===== src/rtl/spi_pkg.sv =====
// Shared definitions for the SPI register-write controller: frame layout,
// peripheral register map, FSM states and small elaboration helpers.
package spi_pkg;

    localparam int FRAME_BITS = 16;
    localparam int RW_BIT     = 15;
    localparam int ADDR_MSB   = 14;
    localparam int ADDR_LSB   = 8;
    localparam int DATA_MSB   = 7;
    localparam int DATA_LSB   = 0;

    localparam logic [6:0] REG_EN_OUT_7_0  = 7'h00;
    localparam logic [6:0] REG_EN_OUT_15_8 = 7'h01;
    localparam logic [6:0] REG_EN_PWM_7_0  = 7'h02;
    localparam logic [6:0] REG_EN_PWM_15_8 = 7'h03;
    localparam logic [6:0] REG_PWM_DUTY    = 7'h04;

    typedef enum logic [2:0] {
        IDLE,
        SETUP,
        HIGH,
        LOW,
        HOLD,
        GAP
    } state_e;

    function automatic int max_of(input int a, input int b);
        return (a > b) ? a : b;
    endfunction

    // Read frames carry zeros in the data field so the peripheral sees a clean command.
    function automatic logic [FRAME_BITS-1:0] build_frame(
        input logic       write,
        input logic [6:0] addr,
        input logic [7:0] wdata
    );
        logic [FRAME_BITS-1:0] frame;
        frame                    = '0;
        frame[RW_BIT]            = write;
        frame[ADDR_MSB:ADDR_LSB] = addr;
        frame[DATA_MSB:DATA_LSB] = write ? wdata : 8'h00;
        return frame;
    endfunction

endpackage


===== src/rtl/spi_controller_sync_2ff.sv =====
// Generic two-flop synchroniser for bringing asynchronous inputs into the clk domain.
module sync_2ff #(
    parameter int WIDTH = 1
) (
    input  logic             clk,
    input  logic             rst_n,
    input  logic [WIDTH-1:0] d_i,
    output logic [WIDTH-1:0] q_o
);

    logic [WIDTH-1:0] meta_q;
    logic [WIDTH-1:0] sync_q;

    always_ff @(posedge clk or negedge rst_n) begin
        if (!rst_n) begin
            meta_q <= '0;
            sync_q <= '0;
        end else begin
            meta_q <= d_i;
            sync_q <= meta_q;
        end
    end

    assign q_o = sync_q;

endmodule


===== src/rtl/spi_controller.sv =====
// Mode-0 SPI initiator: serialises one 16-bit register frame per valid/ready
// request and returns the data byte captured on cipo for read frames.
module spi_controller
    import spi_pkg::*;
#(
    parameter int HALF_PERIOD = 4,
    parameter int CS_SETUP    = 4,
    parameter int CS_HOLD     = 4,
    parameter int CS_IDLE     = 4
) (
    input  logic       clk,
    input  logic       rst_n,
    input  logic       req_valid,
    output logic       req_ready,
    input  logic       req_write,
    input  logic [6:0] req_addr,
    input  logic [7:0] req_wdata,
    output logic       busy,
    output logic       done,
    output logic [7:0] rdata,
    output logic       ncs,
    output logic       sclk,
    output logic       copi,
    input  logic       cipo
);

    localparam int CNT_MAX = max_of(max_of(HALF_PERIOD, CS_SETUP), max_of(CS_HOLD, CS_IDLE));
    localparam int CNT_W   = $clog2(CNT_MAX) + 1;

    localparam logic [CNT_W-1:0] HP_LAST    = CNT_W'(HALF_PERIOD - 1);
    localparam logic [CNT_W-1:0] SETUP_LAST = CNT_W'(CS_SETUP - 1);
    localparam logic [CNT_W-1:0] HOLD_LAST  = CNT_W'(CS_HOLD - 1);
    localparam logic [CNT_W-1:0] IDLE_LAST  = CNT_W'(CS_IDLE - 1);

    state_e                  state_q, state_d;
    logic [CNT_W-1:0]        cnt_q, cnt_d;
    logic [4:0]              bit_cnt_q, bit_cnt_d;
    logic [FRAME_BITS-1:0]   shift_q, shift_d;
    logic [7:0]              cap_q, cap_d;
    logic                    write_q, write_d;
    logic                    ncs_q, ncs_d;
    logic                    sclk_q, sclk_d;
    logic                    copi_q, copi_d;
    logic                    done_q, done_d;
    logic [7:0]              rdata_q, rdata_d;
    logic                    cipo_sync;

    sync_2ff #(
        .WIDTH(1)
    ) u_cipo_sync (
        .clk  (clk),
        .rst_n(rst_n),
        .d_i  (cipo),
        .q_o  (cipo_sync)
    );

    always_ff @(posedge clk or negedge rst_n) begin
        if (!rst_n) begin
            state_q   <= IDLE;
            cnt_q     <= '0;
            bit_cnt_q <= '0;
            shift_q   <= '0;
            cap_q     <= '0;
            write_q   <= 1'b0;
            ncs_q     <= 1'b1;
            sclk_q    <= 1'b0;
            copi_q    <= 1'b0;
            done_q    <= 1'b0;
            rdata_q   <= '0;
        end else begin
            state_q   <= state_d;
            cnt_q     <= cnt_d;
            bit_cnt_q <= bit_cnt_d;
            shift_q   <= shift_d;
            cap_q     <= cap_d;
            write_q   <= write_d;
            ncs_q     <= ncs_d;
            sclk_q    <= sclk_d;
            copi_q    <= copi_d;
            done_q    <= done_d;
            rdata_q   <= rdata_d;
        end
    end

    // bit_cnt_q counts completed HIGH phases, so phase N is active while it holds N-1.
    always_comb begin
        state_d   = state_q;
        cnt_d     = cnt_q + 1'b1;
        bit_cnt_d = bit_cnt_q;
        shift_d   = shift_q;
        cap_d     = cap_q;
        write_d   = write_q;
        done_d    = 1'b0;
        rdata_d   = rdata_q;

        case (state_q)
            IDLE: begin
                cnt_d = '0;
                if (req_valid) begin
                    state_d   = SETUP;
                    shift_d   = build_frame(req_write, req_addr, req_wdata);
                    write_d   = req_write;
                    bit_cnt_d = '0;
                    cap_d     = '0;
                end
            end
            SETUP: begin
                if (cnt_q == SETUP_LAST) begin
                    state_d = HIGH;
                    cnt_d   = '0;
                end
            end
            HIGH: begin
                if (cnt_q == HP_LAST) begin
                    cnt_d     = '0;
                    bit_cnt_d = bit_cnt_q + 5'd1;
                    if (bit_cnt_q >= 5'd8) begin
                        cap_d = {cap_q[6:0], cipo_sync};
                    end
                    if (bit_cnt_q == 5'd15) begin
                        state_d = HOLD;
                    end else begin
                        state_d = LOW;
                        shift_d = {shift_q[FRAME_BITS-2:0], 1'b0};
                    end
                end
            end
            LOW: begin
                if (cnt_q == HP_LAST) begin
                    state_d = HIGH;
                    cnt_d   = '0;
                end
            end
            HOLD: begin
                if (cnt_q == HOLD_LAST) begin
                    state_d = GAP;
                    cnt_d   = '0;
                    done_d  = 1'b1;
                    if (!write_q) begin
                        rdata_d = cap_q;
                    end
                end
            end
            GAP: begin
                if (cnt_q == IDLE_LAST) begin
                    state_d = IDLE;
                    cnt_d   = '0;
                end
            end
            default: begin
                state_d = IDLE;
                cnt_d   = '0;
            end
        endcase

        // Pins are decoded from the next state so they change on the same edge as the FSM.
        ncs_d  = !(state_d inside {SETUP, HIGH, LOW, HOLD});
        sclk_d = (state_d == HIGH);
        copi_d = (state_d inside {SETUP, HIGH, LOW}) ? shift_d[FRAME_BITS-1] : 1'b0;
    end

    assign req_ready = (state_q == IDLE);
    assign busy      = (state_q != IDLE);
    assign done      = done_q;
    assign rdata     = rdata_q;
    assign ncs       = ncs_q;
    assign sclk      = sclk_q;
    assign copi      = copi_q;

endmodule


===== config.mk =====
export PLATFORM = sky130hd
export DESIGN_NAME = spi_controller
export DESIGN_NICKNAME = d
export VERILOG_FILES = /design/src/rtl/spi_pkg.sv /design/src/rtl/spi_controller_sync_2ff.sv /design/src/rtl/spi_controller.sv
export SDC_FILE = /design/constraint.sdc
export NUM_CORES = 1
export LEC_CHECK = 0
export ABC_CLOCK_PERIOD_IN_PS = 3400
export CAP_MARGIN = 5
export CORE_MARGIN = 8
export CORE_UTILIZATION = 50
export CTS_CLUSTER_DIAMETER = 50
export DETAILED_ROUTE_END_ITERATION = 8
export HOLD_SLACK_MARGIN = 0.06
export PLACE_DENSITY = 0.74
export SLEW_MARGIN = 20
export SYNTH_ARGS = -nofsm -noshare
export SYNTH_HDL_FRONTEND = slang
export SYNTH_HIERARCHICAL = 1
export SYNTH_SLANG_ARGS = --single-unit
export TNS_END_PERCENT = 5

===== constraint.sdc =====
create_clock -name clk -period 3.4 [get_ports clk]
set_clock_uncertainty 0.15 [all_clocks]
set_input_delay 0.68 -clock clk [delete_from_list [all_inputs] [get_ports clk]]
set_output_delay 0.68 -clock clk [all_outputs]
set_load 0.02 [all_outputs]

After elaboration in Yosys (flattened, before gate mapping)
Cells that the tools add are included.

storage, ports and cells
  flip-flop bits (word level) = 50
  output and inout bits = 14

operators by class
  add/sub/neg operators = 2
  magnitude comparators = 1
  equal/unequal tests = 15
  mux-type cells = 24
  bitwise operators = 1
  reductions and logical operators = 13

operator list
  kind                                                                                  number
  16-bit 2-to-1 mux                                                                     3
  8-bit 2-to-1 mux                                                                      4
  16-bit case mux with 2 select lines                                                   1
  3-bit 2-to-1 mux                                                                      8
  8-bit case mux with 2 select lines                                                    1
  3-bit by 2-bit equality test with 1-bit output (second input constant)                5
  3-bit case mux with 5 select lines                                                    1
  5-bit 2-to-1 mux                                                                      2
  5-bit case mux with 2 select lines                                                    1
  3-bit equality test (second input constant)                                           3
  2-bit != test (second input constant)                                                 4
  4-bit AND reduction                                                                   2
  3-bit by 1-bit equality test with 1-bit output (second input constant)                2
  3-bit AND reduction                                                                   2
  3-bit nonzero test                                                                    2
  5-bit by 1-bit adder with 5-bit output (second input constant)                        1
  5-bit by 4-bit equality test with 1-bit output (second input constant)                1
  5-bit by 4-bit greater-or-equal comparator with 1-bit output (second input constant)  1
  5-bit OR reduction                                                                    1
  4-bit nonzero test                                                                    1
  3-bit by 1-bit adder with 3-bit output (second input constant)                        1
  3-bit zero test                                                                       1
  1-bit 2-to-1 mux                                                                      3
  2-bit AND reduction                                                                   1
  4 further kinds                                                                       4

Logic depth before layout (Yosys ltp)
Gate-level depths: netlist (run 1).

  depth after elaboration = 7
  depth in mapped cells = 7
  gate-level depth less buffers = 6

Modules after synthesis
The synthesis (run 1) kept the hierarchy.

by module, submodules not included
  module          times used  cells an instance  area each (um2)  seq. area each (um2)
  spi_controller  1           186                2252.2           1202.4
  sync_2ff        1           2                  50.0             50.0

Worst setup path after synthesis (run 1)
No wires, ideal clock.

  path kind = reg2out
  start = reg state_q[0]
  end = out req_ready
  arrival time = 1.149 ns
  path slack = 1.421 ns
  cell stages (with the launch flop) = 4
  buffers on the path = 1
  path through = dfrtp_1 -> or3_1 -> clkbuf_1 -> inv_1

between the ends
  word-level cells in the longest chain between the ends = 1

RTL lines
  what                    RTL line               RTL
  from (decl)             spi_controller.sv:35   state_e state_q, state_d;
  from (signal assigned)  spi_controller.sv:71   state_q <= state_d;
  3-bit zero test         spi_controller.sv:162  assign req_ready = (state_q == IDLE);
  to (decl)               spi_controller.sv:14   output logic req_ready,

Every way passes these cells.

Worst setup path in the final report (run 1)
Ends and elaborated chain as after synthesis.

==> results of run 1 <==
state kept, by name (all words and copies together) (netlist names):
register,cells
ncs,1
cnt_q,3
copi,1
write_q,1
u_cipo_sync/meta_q,1
bit_cnt_q,5
rdata,8
cap_q,8
u_cipo_sync/q_o,1
shift_q,16
done,1
state_q,3
sclk,1
metal layers:
metal  track usage (%)  share of wire [%]  vias up
met4             3.297               0.79        0
met5                 0                  0        -
met3             4.297                4.7        4
met1             16.63                 46      745
li1                  -                  -      745
met2             22.11                 48       30
cells in the final DEF (no fill, tap or decap), types with 4 or more instances in the layout:
| master | Yosys | layout |
|---|---|---|
| a221o_1 | 14 | 14 |
| and2_1 | 8 | 8 |
| and3_1 | 11 | 11 |
| clkbuf_8 | 0 | 6 |
| clkdlybuf4s50_1 | 0 | 32 |
| dfrtp_1 | 49 | 49 |
| ha_1 | 4 | 4 |
| inv_1 | 9 | 9 |
| mux2_2 | 13 | 13 |
| mux2i_1 | 9 | 9 |
| nand2_1 | 16 | 16 |
| nor2_1 | 7 | 7 |
layout make-up:
| class | instances | area share, % |
|---|---|---|
| clock inverter | 2 | 2.151 |
| timing repair buffer | 35 | 12.28 |
| multi-input combinational | 119 | 34.20 |
| inverter | 9 | 1.210 |
| clock buffer | 6 | 2.958 |
| sequential | 50 | 44.87 |
| tap | 52 | 2.331 |
logic make-up (layout without fill, tap and decap cells):
logic type / count (synthesis) / in the layout / synth area share [%]
AND/OR/NAND/NOR: 65 / 65 / 17.55
flip-flops: 50 / 50 / 54.40
AO/OA/AOI/OAI: 28 / 28 / 11.47
multiplexers: 22 / 22 / 10.27
buffers and inverters: 19 / 52 / 4.130
adder cells (fa/ha/maj): 4 / 4 / 2.174
power breakdown:
group | internal (mW) | leakage [nW] | switching [mW]
registers | 0.764 | 0.650 | 0.129
logic | 0.254 | 0.627 | 0.245
clock network | 0.314 | 0.0714 | 0.185
final timing paths:
check                                        startpoint                   endpoint
max                                state_q[0]$_DFF_PN0_                  req_ready
min                        u_cipo_sync/meta_q$_DFF_PN0_  u_cipo_sync/q_o$_DFF_PN0_
max reg2reg                    bit_cnt_q[0]$_DFFE_PN0P_     shift_q[0]$_DFFE_PN0P_
min reg2reg                u_cipo_sync/meta_q$_DFF_PN0_  u_cipo_sync/q_o$_DFF_PN0_
max in group asynchronous                         rst_n   bit_cnt_q[0]$_DFFE_PN0P_
min in group asynchronous                         rst_n    shift_q[11]$_DFFE_PN0P_
critical path: cells and delay by family (launching register included):
kind | cells | cell delay [ps]
buffers and inverters | 2 | 680
DFF | 1 | 570
and+or+nand+nor | 1 | 490
metrics by stage:
stage	area [µm²]	cells	util [%]	power (mW)	setup slack (ps)
2_1_floorplan	2302	188	-	1.259	1421
3_3_place_gp	2646	265	60.36	1.373	879.6
3_5_place_dp	2646	265	60.36	1.406	850.2
4_1_cts	2789	273	63.61	1.915	525.3
5_1_grt	2791	273	63.67	2.009	454.2
6_report	2791	273	63.67	1.890	545.7
==> metrics.cfg, run 1 <==
[drt]
drc=0
routedWlPerCell_um=16.69
ant_nets=0
drt_iter0_drc=102
vias=1524
routed_wl_mm=4.557
dr.pass1.iters=4
drt-vias-per-instance=5.582

[final_layout]
multi_input_area_um2=954.7
layout-drive-gt1-share_pct=14.48
antenna_cells=0
flow.area_growth_from_synthesis_pct=21.25
seq_area_mm2=0.001252
nets=244
fillCellCount=320

[yosys]
ys.flop_type=dfrtp_1
syn-num-nets=212
synth_warnings=6
syn_area_mm2=0.002302
synth_edf_count=0
avgSynthCellArea_um2=12.25
ys_seq_area_share_pct=54.40
ys_ff_latch=50
yosys.area.top_type=dfrtp_1
synthTopCellsByArea=dfrtp_1 53%, mux2_2 6.4%, a221o_1 6.1%
synthCells=188
ys_types=40
yosysTopAreaCellShare_pct=53.26
synth_most_common_cell=dfrtp_1
synth_commonest_cells=49 x dfrtp_1, 16 x nand2_1, 14 x a221o_1, 13 x mux2_2, 11 x and3_1
async_flop_share_pct=100.0

[timing]
hold_viol=0
setup_tns_ps=0
drv_slew=0
period_needed_ps=2854
rsz0062_at_grt=no
timing.fmax_mhz=350.3
finalSetupViolations=0
hold_ws_ps=221.3
slew_headroom_pct=58.33
fin_crit_sh_pct=83.95
worst_slew_pin_slew_ps=620.4

[min_path]
hold_path_depth=0
hold_class=reg -> reg

[clocking]
cts_root_buffer=clkbuf_8
cts_buffers=5
path_clk_slew_ps=80
clock_latency_ps=300
clock_path_buffers=2
ctsResizeCount=0
cts_tree=done
htreeDepth=2
cts_setup_buffers=0
clock_sinks=50
holdBufCountCts=0

[placed_design]
numPortBuffers=33
hpwl_mm=3.128
place_congestion=0.7728

[setup_path]
cp_max_fo=14
worst_setup_path_end_kind=output port
cp_slowest_cell=clkdlybuf4s50_1
crit_chain=or3_1, inv_1, clkdlybuf4s50_1
crit_arrival_ps=2020
rr_worst_depth=6
slowest_delay_ps=600
worstPathRequired_ps=2570
reg2reg_slack_ps=1200
crit_type=reg -> out
timing.critical_path.from_type=register

[global_route]
grt_max_degree=51
grt_pass1_vias=1582
grt_pass1_wl_mm=7.928
gr-total-overflow=0
groute.usage.overall_pct=13.46
antenna_found_initial=0

[run]
maxCapViolations=0

[power_and_ir_drop]
leakagePower_nw=1.349
power.density_mw_per_mm2=677.2
vdd_drop_max_v=0.0003497

[die]
die_y_um=83.86
die_area_mm2=0.007032
row_count=24
die_w_um=83.86
coreArea_mm2=0.004384
initial_utilization_pct=52.51
io_pins=34

[status]
status=finished, final reports clean

Power figures use the tool's default switching activity.
==> run 2, diff against run 1 <==
ABC_CLOCK_PERIOD_IN_PS = 2800   (was 3400)
clock period = 2.8 ns   (was 3.4 ns; I/O delays follow)
==> run 2 against run 1 <==
Effect of this change:
- clock power shrank 10%
- first-iteration DRC count shrank 3.9%
- critical path type unchanged
- non-clock buffer count grew 4
- worst setup slack lost 280 ps
- sequential cell count is the same
- global-route usage grew 0.54 points
- largest cell class unchanged
- cell area is essentially flat
- highest routed layer unchanged
- count of clock-buffer cells in the layout is the same
- combinational power grew 30%
- die area is the same
- routed wire length grew 3.5%
==> metrics.cfg, run 2 (same netlist as run 1, synthesis figures left out) <==
[status]
status=finished, final reports clean

[placed_design]
pre_cts_slack_ps=402.5
numPortBuffers=33
hpwl_mm=3.343
dp.cells=269
place_congestion=0.7546

[setup_path]
crit_arrival_ps=1830
rr_worst_depth=6
r2r_start=bit_cnt_q[0]$_DFFE_PN0P_
worst_setup_path_end_kind=output port
crit_type=reg -> out
cp_max_fo=5
timing.critical_path.from_type=register
worstPathRequired_ps=2090
startpoint=state_q[1]$_DFF_PN0_
r2r-end=shift_q[0]$_DFFE_PN0P_
reg2reg_slack_ps=570

[power_and_ir_drop]
vdd_drop_max_v=0.0004461
power.density_mw_per_mm2=775.4
leakagePower_nw=1.353

[clocking]
path_clk_slew_ps=100
cts_root_buffer=clkbuf_8
clock_latency_ps=310
htreeDepth=2
holdBufCountCts=0
clock_path_buffers=2
cts_buffers=5
clock_sinks=50
cts_tree=done
cts_setup_buffers=0
ctsResizeCount=0

[final_layout]
antenna_cells=0
fillCellCount=341
fin_cells=277
nets=248
final_common_cell=dfrtp_1
flow.area_growth_from_synthesis_pct=21.14
regMostFlops=shift_q
layout-drive-gt1-share_pct=16.00
layout_common_cells=49 x dfrtp_1, 32 x clkdlybuf4s50_1, 16 x nand2_1
largest_reg_flops=16

[timing]
setup_tns_ps=0
fin_crit_sh_pct=90.56
finalSetupViolations=0
drv_slew=0
worst_slack_ps=264.3
timing.fmax_mhz=394.4
slew_headroom_pct=59.71
hold_viol=0
period_needed_ps=2536
rsz0062_at_grt=no
worst_slew_pin_slew_ps=604.4

[drt]
dr.pass1.iters=4
routed_wl_mm=4.716
vias=1588
drt-vias-per-instance=5.733
routedWlPerCell_um=17.03
drc=0
drt_iter0_drc=98
ant_nets=0

[global_route]
antenna_found_initial=0
grt_pass1_vias=1642
grt_max_degree=51
groute.usage.overall_pct=14.00
gr-total-overflow=0
grt_pass1_wl_mm=8.135

[die]
die_y_um=83.86
io_pins=34
row_count=24
die_area_mm2=0.007032
initial_utilization_pct=52.51
die_w_um=83.86
coreArea_mm2=0.004384

[min_path]
hold_class=in -> async

[run]
maxCapViolations=0

run 2: cell count changes in the layout (fill, tap and decap cells not counted), sizes merged:
| cell | before | now |
|---|---|---|
| buf | 3 | 7 |
| bufinv | 2 | 0 |
| clkinv | 0 | 2 |
run 2: cell type report:
cell class | instances | area, µm² | share of cell area [%]
clock buffer | 6 | 82.58 | 2.961
timing repair buffer | 39 | 382.9 | 13.73
tap | 52 | 65.06 | 2.333
sequential | 50 | 1252 | 44.91
multi-input combinational | 119 | 954.7 | 34.23
inverter | 9 | 33.78 | 1.211
clock inverter | 2 | 17.52 | 0.6281
run 2: report_power, final:
group          switching (mW)  internal (mW)  leakage [nW]
clock network           0.244          0.204        0.0514
registers               0.134          0.932         0.650
logic                   0.329          0.321         0.651
total                   0.707           1.46          1.35
run 2: metal layers:
layer  GRT usage [%]  vias to the layer above  part of all wire, %
met1           17.29                      808                   45
met3           4.297                        5                  4.2
met4           4.239                        0                  1.3
met5               0                        -                    0
li1                -                      747                    -
met2           22.74                       28                   50
run 2: through the flow:
step / power (mW) / hold slack (ps) / instance area (µm²) / util, %
floorplan: 1.528 / 114.4 / 2302 / -
global placement: 1.684 / 192.2 / 2689 / 61.33
detailed placement: 1.738 / 192.6 / 2689 / 61.33
CTS: 2.184 / 86.35 / 2789 / 63.61
global route: 2.300 / 97.81 / 2789 / 63.61
finish: 2.163 / 80.35 / 2789 / 63.61
run 2: how the worst max path moves through the flow:
| stage | end | cells past startpoint |
|---|---|---|
| 6_report | req_ready | 3 |
| 5_1_grt | req_ready | 3 |
| 4_1_cts | req_ready | 3 |
| 3_5_place_dp | copi$_DFF_PN0_ | 4 |
| 3_3_place_gp | copi$_DFF_PN0_ | 4 |
| 2_1_floorplan | shift_q[10]$_DFFE_PN0P_ | 7 |
run 2: worst max-delay path, cell delays in order, from the launching register on:
cell             delay [ps]
dfrtp_1                 390
or3_1                   450
inv_1                    80
clkdlybuf4s50_1         600
